[config.mk]
export PLATFORM = sky130hd
export DESIGN_NAME = cheri_err_monitor
export DESIGN_NICKNAME = d
export VERILOG_FILES = /design/src/rtl/cheri_err_pkg.sv /design/src/rtl/cheri_err_sat_counter.sv /design/src/rtl/cheri_err_monitor.sv
export SDC_FILE = /design/constraint.sdc
export NUM_CORES = 1
export LEC_CHECK = 0
export ABC_AREA = 1
export CAP_MARGIN = 5
export CORE_MARGIN = 5
export CORE_UTILIZATION = 35
export CTS_CLUSTER_SIZE = 16
export DETAILED_ROUTE_END_ITERATION = 10
export DONT_BUFFER_PORTS = 1
export PLACE_DENSITY_LB_ADDON = 0.08
export SETUP_SLACK_MARGIN = 0.3
export SYNTH_ARGS = -nofsm -noshare
export SYNTH_HDL_FRONTEND = slang
export SYNTH_SLANG_ARGS = --single-unit
[constraint.sdc]
create_clock -name clk_i -period 7.05 [get_ports clk_i]
set_input_delay 1.0575 -clock clk_i [delete_from_list [all_inputs] [get_ports clk_i]]
set_output_delay 1.0575 -clock clk_i [all_outputs]
set_load 0.03 [all_outputs]
[src/rtl/cheri_err_pkg.sv]
// Shared constants and event payload type for the CHERI error monitor.
package cheri_err_pkg;

  localparam int unsigned CheriErrBounds      = 0;
  localparam int unsigned Tag                 = 1;
  localparam int unsigned Seal                = 2;
  localparam int unsigned PermitExecute       = 3;
  localparam int unsigned PermitLoad          = 4;
  localparam int unsigned PermitStore         = 5;
  localparam int unsigned PermitStoreCap      = 6;
  localparam int unsigned PermitStoreLocalCap = 7;
  localparam int unsigned PermitAccSysRegs    = 8;

  localparam int unsigned NumErrDefault = 9;
  localparam int unsigned CountWDefault = 8;
  localparam int unsigned TsWDefault    = 32;
  localparam int unsigned IdxWDefault   = (NumErrDefault > 1) ? $clog2(NumErrDefault) : 1;

  // Event record as seen by a consumer of a default-sized monitor.
  typedef struct packed {
    logic [IdxWDefault-1:0] idx;
    logic [TsWDefault-1:0]  ts;
  } evt_t;

endpackage

[src/rtl/cheri_err_sat_counter.sv]
// Per-channel saturating occurrence counter; clear wins over increment.
module cheri_err_sat_counter
  import cheri_err_pkg::*;
#(
  parameter int unsigned CountW = CountWDefault
) (
  input  logic              clk_i,
  input  logic              rst_i,
  input  logic              inc_i,
  input  logic              clr_i,
  output logic [CountW-1:0] count_o
);

  logic [CountW-1:0] count_q, count_d;

  always_comb begin
    count_d = count_q;
    if (clr_i) begin
      count_d = '0;
    end else if (inc_i && (count_q != '1)) begin
      count_d = count_q + CountW'(1);
    end
  end

  always_ff @(posedge clk_i) begin
    if (rst_i) begin
      count_q <= '0;
    end else begin
      count_q <= count_d;
    end
  end

  assign count_o = count_q;

endmodule

[src/rtl/cheri_err_monitor.sv]
// Latches first occurrence of each CHERI error channel with a timestamp, counts
// repeats, and streams one event record per first occurrence.
module cheri_err_monitor
  import cheri_err_pkg::*;
#(
  parameter int unsigned NumErr = NumErrDefault,
  parameter int unsigned CountW = CountWDefault,
  parameter int unsigned TsW    = TsWDefault,
  localparam int unsigned IdxW  = (NumErr > 1) ? $clog2(NumErr) : 1
) (
  input  logic                     clk_i,
  input  logic                     rst_i,
  input  logic [NumErr-1:0]        err_i,
  input  logic [NumErr-1:0]        clr_i,
  input  logic                     irq_en_i,
  output logic                     evt_valid_o,
  input  logic                     evt_ready_i,
  output logic [IdxW-1:0]          evt_idx_o,
  output logic [TsW-1:0]           evt_time_o,
  output logic [NumErr-1:0]        sticky_o,
  output logic [NumErr*CountW-1:0] count_o,
  output logic [NumErr-1:0]        pending_o,
  output logic                     irq_o
);

  typedef struct packed {
    logic [IdxW-1:0] idx;
    logic [TsW-1:0]  ts;
  } evt_rec_t;

  logic [NumErr-1:0] sticky_q, sticky_d;
  logic [NumErr-1:0] pending_q, pending_d;
  logic [NumErr-1:0] err_q, err_d;
  logic [TsW-1:0]    ts_q, ts_d;
  logic [TsW-1:0]    time_q [NumErr];
  logic [TsW-1:0]    time_d [NumErr];
  logic              evt_valid_q, evt_valid_d;
  evt_rec_t          evt_q, evt_d;
  logic              irq_q, irq_d;

  logic [NumErr-1:0] new_c, rise_c;
  logic [IdxW-1:0]   sel_c;
  logic              out_free_c;

  always_comb begin
    new_c      = err_i & ~sticky_q & ~clr_i;
    rise_c     = err_i & ~err_q & ~clr_i;
    err_d      = err_i;
    ts_d       = ts_q + TsW'(1);
    sticky_d   = (sticky_q | new_c) & ~clr_i;
    pending_d  = (pending_q | new_c) & ~clr_i;
    for (int e = 0; e < int'(NumErr); e++) begin
      time_d[e] = clr_i[e] ? '0 : (new_c[e] ? ts_q : time_q[e]);
    end

    // Lowest-index pending channel wins the output register.
    sel_c = '0;
    for (int i = int'(NumErr) - 1; i >= 0; i--) begin
      if (pending_q[i]) sel_c = IdxW'(i);
    end

    out_free_c  = ~evt_valid_q | evt_ready_i;
    evt_valid_d = evt_valid_q;
    evt_d       = evt_q;
    if (out_free_c) begin
      evt_valid_d = |pending_q;
      if (|pending_q) begin
        evt_d.idx          = sel_c;
        evt_d.ts           = time_q[sel_c];
        pending_d[sel_c]   = 1'b0;
      end
    end

    irq_d = irq_en_i & ((|pending_q) | evt_valid_q);
  end

  always_ff @(posedge clk_i) begin
    if (rst_i) begin
      sticky_q    <= '0;
      pending_q   <= '0;
      err_q       <= '0;
      ts_q        <= '0;
      evt_valid_q <= 1'b0;
      evt_q       <= '0;
      irq_q       <= 1'b0;
      for (int e = 0; e < int'(NumErr); e++) time_q[e] <= '0;
    end else begin
      sticky_q    <= sticky_d;
      pending_q   <= pending_d;
      err_q       <= err_d;
      ts_q        <= ts_d;
      evt_valid_q <= evt_valid_d;
      evt_q       <= evt_d;
      irq_q       <= irq_d;
      for (int e = 0; e < int'(NumErr); e++) time_q[e] <= time_d[e];
    end
  end

  for (genvar e = 0; e < NumErr; e++) begin : g_cnt
    cheri_err_sat_counter #(.CountW(CountW)) u_cnt (
      .clk_i   (clk_i),
      .rst_i   (rst_i),
      .inc_i   (rise_c[e]),
      .clr_i   (clr_i[e]),
      .count_o (count_o[e*CountW +: CountW])
    );
  end

  assign evt_valid_o = evt_valid_q;
  assign evt_idx_o   = evt_q.idx;
  assign evt_time_o  = evt_q.ts;
  assign sticky_o    = sticky_q;
  assign pending_o   = pending_q;
  assign irq_o       = irq_q;

endmodule
### After elaboration in Yosys (flattened, before gate mapping)

Memory sizes are Yosys's and may differ from the RTL's. A register that Yosys moved wholly into a read port is not among the register bits.
Cells that the tools add are included.

| operators by class | value |
|---|---|
| multipliers | 0 |
| bitwise logic cells | 26 |
| div/mod/pow operators | 0 |
| multiplexer cells | 43 |
| equality and inequality tests | 18 |
| magnitude comparators | 2 |
| $add $sub $neg | 10 |
| reductions and logical operators | 30 |
| shift operators | 0 |

Operator list:

| cell | number |
|---|---|
| 2-to-1 mux 32 bit | 27 |
| adder 8 x 1 -> 8 bit, second input constant | 9 |
| != test 8 bit, second input constant | 9 |
| AND 9 bit | 7 |
| 2-to-1 mux 4 bit | 9 |
| NOT 9 bit | 4 |
| adder 32 x 1 -> 32 bit, second input constant | 1 |
| AND reduction 2 bit | 10 |
| 2-to-1 mux 9 bit | 2 |
| != test 2 bit, second input constant | 9 |
| OR 9 bit | 2 |
| OR reduction 2 bit | 9 |
| OR 1 bit | 11 |
| logical AND 1 bit | 10 |
| OR reduction 9 bit | 1 |
| < comparator 4 x 5 -> 1 bit, second input constant | 1 |
| demux 1 bit (select 4 bit) | 1 |
| >= comparator 4 x 1 -> 1 bit, second input constant | 1 |
| 2-to-1 mux 1 bit | 4 |
| AND 1 bit | 1 |
| NOT 1 bit | 1 |

| word-level totals | value |
|---|---|
| ROM bits | 0 |
| input port bits | 22 |
| RAM bits | 288 |
| latch bits | 0 |
| register bits after elaboration | 137 |
| output and inout port bits | 128 |
| word-level logic and storage cells | 146 |
| memories kept | 1 |

Memory list:

| memory | words | width | read ports | clocked after Yosys merged registers in | wr ports | line | RTL |
|---|---|---|---|---|---|---|---|
| time_q | 9 | 32 | 1 | 1 | 9 | cheri_err_monitor.sv:35 | `logic [TsW-1:0] time_q [NumErr];` |

### Longest topological paths before layout

| depth | value |
|---|---|
| depth in word-level cells | 17 |
| depth in mapped cells | 15 |
| depth with buffers taken out | 14 |

### Modules after synthesis

From an unflattened synthesis, not the netlist that was laid out.

| second synthesis, totals | value |
|---|---|
| cells, all modules | 2,478 |
| area, all modules | 21,315.4 um^2 |

By module, submodules not included:

| module | area each (um^2) | seq. area each (um^2) | times used | cells each |
|---|---|---|---|---|
| cheri_err_monitor | 17,171.5 | 10,590.2 | 1 | 1,821 |
| cheri_err_sat_counter | 460.4 | 160.2 | 9 | 73 |

### Worst setup path after synthesis

No wires, ideal clock.

| path | value |
|---|---|
| path kind | in2reg |
| start | input rst_i |
| end | memory time_q[8][0] (netlist bit), enable pin |
| path buffers | 3 |
| arrival | 2.601 ns |
| path slack | 3.888 ns |
| required time | 6.489 ns |
| cell stages on the path | 5 |
| cells stage by stage | buf_2 > inv_2 > clkbuf_1 > clkbuf_1 > nand3_1 |

RTL lines:

| what | line | RTL |
|---|---|---|
| start: declaration | cheri_err_monitor.sv:12 | `input logic rst_i,` |
| end: declaration | cheri_err_monitor.sv:35 |  |

### Worst setup path in the final report

| path | value |
|---|---|
| start | register pending_q[6], in the netlist pending_o[6] |
| end | register, netlist name evt_time_o[22] |

| between the ends | value |
|---|---|
| cells in the longest elaborated chain, start to end | 7 |

RTL lines:

| what | line | RTL |
|---|---|---|
| start: declaration | cheri_err_monitor.sv:32 | `logic [NumErr-1:0] pending_q, pending_d;` |
| start signal: assignment | cheri_err_monitor.sv:89 | `pending_q <= pending_d;` |
| 2-to-1 mux 4 bit (7 in a row) | cheri_err_monitor.sv:59 | `if (pending_q[i]) sel_c = IdxW'(i);` |

Several ways; a longest one is shown, not always the timed one.
A chain may end at the register's enable or synchronous reset.

==> metrics.md <==
| Metric | Value |
|---|---|
| Synth cell types | `42` |
| Clock root buffer | `sky130_fd_sc_hd__clkbuf_16` |
| Floorplan die width | `247 um` |
| RSZ-0062 raised after global routing | `no` |
| Routed wire length | `60.5 mm` |
| HPWL after DPL | `33.6 mm` |
| Detailed-route wire length per cell | `21.0 um` |
| Category of the most critical setup path | `flip-flop to flip-flop` |
| Count of buffering cells on the critical path with inverters included | `2` |
| Number of violations reported at the end of detailed-routing iteration 0 | `1079` |
| Worst hold path class | `flip-flop to flip-flop` |
| Synthesized Nets | `2151` |
| IO buf count | `0` |
| Antenna violations before repair | `0` |
| Maximum buffer depth of the clock tree | `3` |
| Number of clock sinks | `457` |
| CP max FO | `60` |
| Count of endpoints failing hold in the final timing report | `0` |
| # resized after CTS | `0` |
| Final routed DRC violation total | `0` |
| Drt via density | `5.09` |
| Max IR drop VDD | `0.000179 V` |
| Max transition margin | `0.204` |
| Final Net Count | `2122` |
| Proportion of layout cells with a drive suffix above 1 | `0.0661` |
| Status | `finished, final reports clean` |
| Largest stage delay on the critical path | `0.65 ns` |
| Fraction of synthesis flops using an asynchronous set or reset pin | `0` |
| Overflow left after global routing | `0` |
| Starting utilization of the core area | `0.355` |
| Netlist area before placement | `19700 um2` |
| CORE AREA | `55400 um2` |
| Smallest hold slack | `0.456 ns` |
| Area of all placed cells without fillers | `21900 um2` |
| Final count of pins violating max slew | `0` |
| Most used flip-flop cell after synthesis | `sky130_fd_sc_hd__edfxtp_1` |
| Critical Path Source Type | `flip-flop` |
| Via count of the first global-routing pass | `14400` |
| Maxcap violations | `0` |
| Total number of vias | `14700` |
| Number of levels in the clock H-tree | `2` |
| Syn Area/Cell | `9.28 um2` |
| Critical Path Stages | `13` |
| Area growth from synthesis to layout | `11.2%` |
| Post-CTS setup buffer count | `0` |
| Seq cells post-synth | `457` |
| Crit path required time | `7.58 ns` |
| Number of fill cells | `5539` |
| Placer congestion estimate | `0.793` |
| First-pass GRT wire length | `91.2 mm` |
| Die span in y | `247 um` |
| Syn. warnings | `0` |
| Tightest Pin Transition | `1.19 ns` |
| Yosys top cell area share | `0.440` |
| Synthesized instance count | `2119` |
| Placed Area | `20100 um2` |
| Cell accounting for the most synthesized area | `sky130_fd_sc_hd__edfxtp_1` |
| Number of synthesized flops with an enable pin | `288` |
| Most instantiated cells after synthesis | `sky130_fd_sc_hd__nor2_1, sky130_fd_sc_hd__nand2_1, sky130_fd_sc_hd__edfxtp_1` |
| Largest delay share family, worst path | `simple AND/OR/NAND/NOR gates` |
| Residual antenna-violating net count after detailed routing | `0` |
| Clock tree from TritonCTS | `built` |
| Most frequent cell on the critical path | `sky130_fd_sc_hd__nand2_1` |
| Number of buffers inserted by hold repair at cts | `0` |
| Arrival time of data at the critical path endpoint | `4.25 ns` |
| Cell chain of the critical path | `inv_2 > nand2_1 > nand2_1 > nand2_1 > nand2_2 > nand2_4 > nand2_2 > a21oi_4 > buf_4 > nand2_1 > nand3_1 > nand3_1 > a21oi_1` |
| Static power due to leakage | `8.23 nW` |
| Final setup viols | `0` |
| Std cell rows | `86` |
| Die outline area | `61000 um2` |
| Cell count of the worst hold path | `1` |
| Most frequent cell after synthesis | `sky130_fd_sc_hd__nor2_1` |
| Cts bufs inserted | `53` |
| Sort of element at the end of the critical path | `flip-flop` |
| Antenna diode count | `0` |
| Share of the yosys chip area belonging to registers | `0.612` |
| Pin count of the biggest net entering global routing | `63` |
| Tmin final | `3.72 ns` |
| Overall Global Routing Usage | `0.196` |
| Number of cells traversed by the worst register-to-register path | `13` |
| Post-Route Setup TNS | `0 ns` |
| Clock network latency to the later pin of the worst-skew pair | `0.60 ns` |
| Area of all sequential standard cells | `12000 um2` |
| Clock slew seen by the registers of the worst setup and hold paths | `0.06 ns` |
| Slowest CP cell | `sky130_fd_sc_hd__nand2_4` |
| Total iterations of the first detailed-routing run | `5` |
| Power per cell area | `296 nW/um2` |
| Setup Skew | `0.0211 ns` |
| Area of combinational cells with multiple inputs | `6410 um2` |
| Top Ports | `150` |
| Fmax | `0.269 GHz` |
| Share of the cycle needed by the critical path after routing | `0.528` |
| Biggest area contributors in the synthesized netlist | `sky130_fd_sc_hd__edfxtp_1, sky130_fd_sc_hd__dfxtp_1, sky130_fd_sc_hd__nor2_1, sky130_fd_sc_hd__nand2_1, sky130_fd_sc_hd__nand3_1` |
==> final timing paths <==
kind | from | slack [ns] | endpoint
max | pending_o[6] | 3.33 | evt_time_o[22]
min | ts_q[0] | 0.46 | ts_q[0]
max reg2reg | pending_o[6] | 3.33 | evt_time_o[22]
min reg2reg | ts_q[0] | 0.46 | ts_q[0]
==> through the flow <==
stage	util	instances	power (W)	setup WS, ns
global placement	0.364	2783	0.00379	3.20
global route	0.395	2882	0.00672	3.03
finish	0.395	2882	0.00648	3.33
detailed placement	0.364	2783	0.00380	3.17
floorplan	-	2119	0.00355	3.89
CTS	0.395	2882	0.00655	3.32
==> sequential cells by signal, summed over array words and instances, names as in the netlist <==
register	cells
time_q	288
irq_o	1
sticky_o	9
evt_valid_o	1
err_q	9
ts_q	32
pending_o	9
g_cnt.u_cnt.count_o	72
evt_idx_o	4
evt_time_o	32
==> worst register-to-register path, cell delays in order, from the launching register on <==
cell,delay [ns]
sky130_fd_sc_hd__dfxtp_1,0.58
sky130_fd_sc_hd__inv_2,0.08
sky130_fd_sc_hd__nand2_1,0.08
sky130_fd_sc_hd__nand2_1,0.06
sky130_fd_sc_hd__nand2_1,0.09
sky130_fd_sc_hd__nand2_2,0.09
sky130_fd_sc_hd__nand2_4,0.65
sky130_fd_sc_hd__nand2_2,0.22
sky130_fd_sc_hd__a21oi_4,0.61
sky130_fd_sc_hd__buf_4,0.67
sky130_fd_sc_hd__nand2_1,0.13
sky130_fd_sc_hd__nand3_1,0.11
sky130_fd_sc_hd__nand3_1,0.12
sky130_fd_sc_hd__a21oi_1,0.18
==> kinds of logic (layout without fill, tap and decap cells) <==
family	count (synthesis)	in the layout	share of synthesized area
buffers and inverters	272	287	0.0638
XOR/XNOR	2	2	0.000891
adder cells (fa/ha/maj)	10	10	0.00636
flip-flops	457	457	0.612
AND/OR/NAND/NOR	1072	1072	0.235
AO/OA/AOI/OAI	306	306	0.0823
==> per-layer routing <==
metal,track usage,part of all wire,up-vias
met5,0,0,-
li1,-,-,7047
met3,0.0489,0.076,74
met2,0.311,0.45,399
met4,0.0491,0.020,0
met1,0.271,0.45,7135
==> cell type report <==
| class | count | area share |
|---|---|---|
| Sequential cell | 457 | 0.550 |
| Multi-Input combinational cell | 1390 | 0.293 |
| Timing Repair Buffer | 17 | 0.00584 |
| Tap cell | 748 | 0.0428 |
| Clock inverter | 17 | 0.00629 |
| Inverter | 171 | 0.0293 |
| Clock buffer | 82 | 0.0727 |
==> report_power, final <==
group	internal (W)	leakage (nW)	switching, W
logic	0.000140	2.75	0.000468
clock network	0.00162	0.853	0.00113
registers	0.00296	4.62	0.000160
total	0.00472	8.23	0.00176
==> layout by cell type, fill, tap and decap left out, drive strengths merged, types with 17 or more instances in the layout <==
cell type | netlist | final
edfxtp | 288 | 288
inv | 157 | 158
a21oi | 183 | 183
clkinv | 14 | 28
nor2 | 426 | 426
nand2 | 361 | 361
clkbuf | 47 | 82
nand3 | 203 | 203
o21ai | 99 | 99
nor3 | 36 | 36
dfxtp | 169 | 169
nand3b | 21 | 21
buf | 54 | 17
Note: power is estimated with default switching activity, not from simulation.
